`src/rtl/cmp_flag_sequencer.sv`:
```
// Sequencer around a 32-bit unsigned magnitude comparator: accepts an operand pair and a
// condition code, holds the pair on the comparator for SettleCycles clocks, samples GE/EQ,
// and returns the decoded condition plus the raw flags over a valid/ready handshake.
module cmp_flag_sequencer #(
  parameter int unsigned Width        = 32,
  parameter int unsigned SettleCycles = 2
) (
  input  logic             clk,
  input  logic             rst_n,
  input  logic             in_valid_i,
  output logic             in_ready_o,
  input  logic [Width-1:0] in_a_i,
  input  logic [Width-1:0] in_b_i,
  input  logic [2:0]       in_cond_i,
  output logic [Width-1:0] cmp_a_o,
  output logic [Width-1:0] cmp_b_o,
  input  logic             cmp_ge_i,
  input  logic             cmp_eq_i,
  output logic             out_valid_o,
  input  logic             out_ready_i,
  output logic             out_result_o,
  output logic             out_ge_o,
  output logic             out_eq_o,
  output logic             busy_o
);

  // The settle counter is 4 bits wide, so the hold time is capped at 15 clocks.
  if (SettleCycles == 0 || SettleCycles > 15) begin : gen_settle_range_check
    $error("cmp_flag_sequencer: SettleCycles must lie in 1..15");
  end

  localparam logic [3:0] CntLoad = 4'(SettleCycles - 1);

  typedef enum logic [1:0] {
    StIdle,
    StSettle,
    StOut
  } state_e;

  state_e             state_q;
  logic [3:0]         cnt_q;
  logic [2:0]         cond_q;
  logic [Width-1:0]   cmp_a_q;
  logic [Width-1:0]   cmp_b_q;
  logic               out_valid_q;
  logic               out_result_q;
  logic               out_ge_q;
  logic               out_eq_q;
  logic               result_d;

  // Decode the latched condition against the live comparator flags; the flags are used
  // as-is, even if the GE/EQ combination is inconsistent.
  always_comb begin
    result_d = 1'b0;
    unique case (cond_q)
      3'd0: result_d = cmp_eq_i;               // EQ
      3'd1: result_d = ~cmp_eq_i;              // NE
      3'd2: result_d = cmp_ge_i;               // GE
      3'd3: result_d = ~cmp_ge_i;              // LT
      3'd4: result_d = cmp_ge_i & ~cmp_eq_i;   // GT
      3'd5: result_d = ~cmp_ge_i | cmp_eq_i;   // LE
      3'd6: result_d = 1'b1;                   // ALWAYS
      3'd7: result_d = 1'b0;                   // NEVER
    endcase
  end

  // Control FSM with registered operand and result outputs.
  always_ff @(posedge clk or negedge rst_n) begin
    if (!rst_n) begin
      state_q      <= StIdle;
      cnt_q        <= 4'd0;
      cond_q       <= 3'd0;
      cmp_a_q      <= '0;
      cmp_b_q      <= '0;
      out_valid_q  <= 1'b0;
      out_result_q <= 1'b0;
      out_ge_q     <= 1'b0;
      out_eq_q     <= 1'b0;
    end else begin
      unique case (state_q)
        StIdle: begin
          // Operands only move on accept, so the comparator stays quiet between requests.
          if (in_valid_i) begin
            cmp_a_q <= in_a_i;
            cmp_b_q <= in_b_i;
            cond_q  <= in_cond_i;
            cnt_q   <= CntLoad;
            state_q <= StSettle;
          end
        end
        StSettle: begin
          if (cnt_q != 4'd0) begin
            cnt_q <= cnt_q - 4'd1;
          end else begin
            out_ge_q     <= cmp_ge_i;
            out_eq_q     <= cmp_eq_i;
            out_result_q <= result_d;
            out_valid_q  <= 1'b1;
            state_q      <= StOut;
          end
        end
        StOut: begin
          if (out_ready_i) begin
            out_valid_q <= 1'b0;
            state_q     <= StIdle;
          end
        end
        default: state_q <= StIdle;
      endcase
    end
  end

  assign in_ready_o   = (state_q == StIdle);
  assign busy_o       = (state_q != StIdle);
  assign cmp_a_o      = cmp_a_q;
  assign cmp_b_o      = cmp_b_q;
  assign out_valid_o  = out_valid_q;
  assign out_result_o = out_result_q;
  assign out_ge_o     = out_ge_q;
  assign out_eq_o     = out_eq_q;

endmodule

```
`config.mk`:
```
export PLATFORM = sky130hd
export DESIGN_NAME = cmp_flag_sequencer
export DESIGN_NICKNAME = d
export VERILOG_FILES = /design/src/rtl/cmp_flag_sequencer.sv
export SDC_FILE = /design/constraint.sdc
export NUM_CORES = 1
export LEC_CHECK = 0
export BUFFER_PORTS_ARGS = -buffer_cell sky130_fd_sc_hd__buf_2
export CAP_MARGIN = 0
export CORE_UTILIZATION = 45
export CTS_CLUSTER_DIAMETER = 120
export CTS_CLUSTER_SIZE = 24
export DETAILED_ROUTE_END_ITERATION = 10
export GPL_ROUTABILITY_DRIVEN = 0
export PLACE_DENSITY = 0.78
export RECOVER_POWER = 50
export SYNTH_ARGS = -nofsm -noshare
export SYNTH_HDL_FRONTEND = slang
export SYNTH_SLANG_ARGS = --single-unit
```
`constraint.sdc`:
```
create_clock -name clk -period 1.7 [get_ports clk]
set_input_delay 0.17 -clock clk [delete_from_list [all_inputs] [get_ports clk]]
set_output_delay 0.17 -clock clk [all_outputs]
set_load 0.01 [all_outputs]
```
==> reports/metrics.csv <==
metric;value;unit
FP Rows;29;
Hold Path Class;in -> reg;
Most Crowded Layer GR;met2;
Total Power;0.00788;W
maximum clock frequency;0.616;GHz
largest net degree at the start of global routing;44;
top cell type by total area after synthesis;dfrtp_1;
CP startpoint kind;flip-flop;
Num CTS Buffers;9;
drt first pass iters;9;
Finished Layout Cells;427;
setup violators final;0;
crit-path max cell delay;0.41;ns
power per standard cell area;1970;nW/µm²
setup_tns;0;ns
cells after synthesis;196;
filler cell count;543;
Syn Area/Cell;15.6;µm²
Peak VDD IR;958;µV
Wirelength per Cell;13.5;µm
final core utilization;0.619;
share of Yosys cell area claimed by the top area cell type;0.629;
IO Count;143;
initial antenna violation count;0;
die width;84.5;µm
first-pass GRT wire length;9730;µm
Seq/Total Area, Yosys;0.629;
GRT met1 Usage;0.186;
Setup Fix Bufs, Post-CTS;0;
CTS max path bufs;2;
DRC Markers;12;
Post-Place Cells;410;
Detail Placement HPWL;4240;µm
Starting Density;0.474;
fraction of layout cells with a size suffix above 1;0.580;
failing checks;design-rule violations;
all-layer global routing usage;0.176;
CP Data Required Time;1.93;ns
critical path's top delay family;simple AND/OR/NAND/NOR gates;
Final period util;0.954;
Slew @ Worst Pin;0.834;ns
Mapped Nets;270;
slew margin rel.;0.444;
most common cell in the netlist;dfrtp_1;
mapped cell area;3060;µm²
critical-path cell with the highest stage delay;or3b_4;
Post-synth top cells;dfrtp_1 (77), mux2_2 (68), buf_6 (6), inv_1 (6), o21ai_0 (6);
CTS tree;yes;
routed vias;2058;
via/cell ratio;4.82;
initial DRC count;76;
Layout Skew;0.0108;ns
Worst EP arrival;1.85;ns
met2 Use GR;0.313;
CTS clk-pin slew, worst paths;0.08;ns
P&R area growth vs syn;30.5;%
fin. max-slew vios;0;
GR Overflow Total;0;
Buffers on Ports;142;
H-tree depth;3;
P_leak;1.89;nW
RSZ-0062 raised after global routing;no;
critical path class;reg -> reg;
top cells by area in the synthesized netlist;dfrtp_1 (63%), mux2_2 (25%), buf_6 (2.2%);
Yosys reg bits;77;
final hold violation count;0;
core area;6460;µm²
CP max FO;7;
number of antenna diodes;0;
CP endpoint kind;flip-flop;
total wire length;5780;µm
number of synthesized flops with an enable pin;0;
Post-synth top flop;dfrtp_1;
vias in the first global route;2226;
CTS root buffer;clkbuf_8;
full die area;7140;µm²
Final min period;1.62;ns
M3 GR Usage;0.0610;
status;finished with violations;
CP Cell Sequence;inv_2, ha_1, or3b_4, nand2b_4, mux2_2;
asr flop ratio synth;1.00;
Sink Count;77;
worst skew pair latency;0.34;ns
nets;419;
max-cap viol count;0;
antenna viol nets, final;0;
buffers and inverters on the worst path;1;
Synth cell types;29;
die span in y;84.5;µm
Yosys warning count;0;
cell usage in the layout, fill, tap and decap left out, drive strengths merged:
master,instances
or3,1
nor2b,1
clkinv,2
nor2,4
a21bo,1
a31oi,1
mux2,69
ha,1
nand2b,3
nor4b,1
and2b,1
clkinvlp,3
and2,1
buf,109
or3b,1
a22o,1
dfrtp,77
bufinv,1
clkbuf,46
xor2,2
mux2i,1
dlygate4sd3,1
nor3,1
nand3,3
inv,6
nand2,4
a21oi,2
o21ai,6
metrics by stage:
step                      worst slack, ns  area (µm²)  hold WS [ns]
after floorplan                     0.168        3060        -0.126
after global placement              0.142        3840         0.144
after detailed placement           0.0683        3840         0.150
after CTS                          0.0593        4050        0.0378
after global routing               0.0279        4000        0.0332
final                              0.0779        4000        0.0555
per-layer routing:
metal	up-vias	wire length [µm]
li1	984	-
met1	970	2340
met2	96	2840
met3	8	499
met4	0	89
met5	-	0
power by group:
part | internal, W | switching, W
logic | 0.00172 | 0.00154
registers | 0.00277 | 0.000494
clock network | 0.000712 | 0.000640
layout make-up:
class                      instances  area (µm²)  area share
timing repair buffer             146         728       0.182
clock buffer                      10         138      0.0344
tap                               77        96.3      0.0241
inverter                           6        22.5     0.00563
multi-input combinational        105        1020       0.256
sequential                        77        1930       0.482
clock inverter                     6        62.6      0.0156
flip-flops by register name, summed over array words and instances (netlist names):
name          count
cmp_a_o          32
cmp_b_o          32
cnt_q             4
cond_q            3
state_q           2
out_eq_o          1
out_ge_o          1
out_result_o      1
out_valid_o       1
cells by family (layout without fill, tap and decap cells):
kind of cell / after synthesis / count (layout) / synth area share
buffers and inverters: 14 / 168 / 0.0368
adders and majority gates: 1 / 1 / 0.00408
muxes: 70 / 70 / 0.258
and+or+nand+nor: 21 / 21 / 0.0449
DFF: 77 / 77 / 0.629
AOI/OAI and AO/OA: 11 / 11 / 0.0212
xor gates and xnor gates: 2 / 2 / 0.00572
final timing paths:
check,startpoint,slack (ns),end,cells after the start
setup reg to reg,cnt_q[0],0.08,out_ge_o,5
min in group asynchronous,rst_n,0.46,cmp_a_o[0],2
max in group asynchronous,rst_n,0.38,cmp_a_o[13],3
hold / removal,in_b_i[11],0.06,cmp_b_o[11],2
hold reg to reg,out_eq_o,0.48,out_eq_o,2
setup / recovery,cnt_q[0],0.08,out_ge_o,5
repair_timing:
item | CTS | global route
setup endpoints to repair | 0 | 2
hold endpoints to repair | 34 | 0
resized for setup | 0 | 1
hold buffers | 1 | 0
No activity file was read; power rests on OpenSTA's default activity.
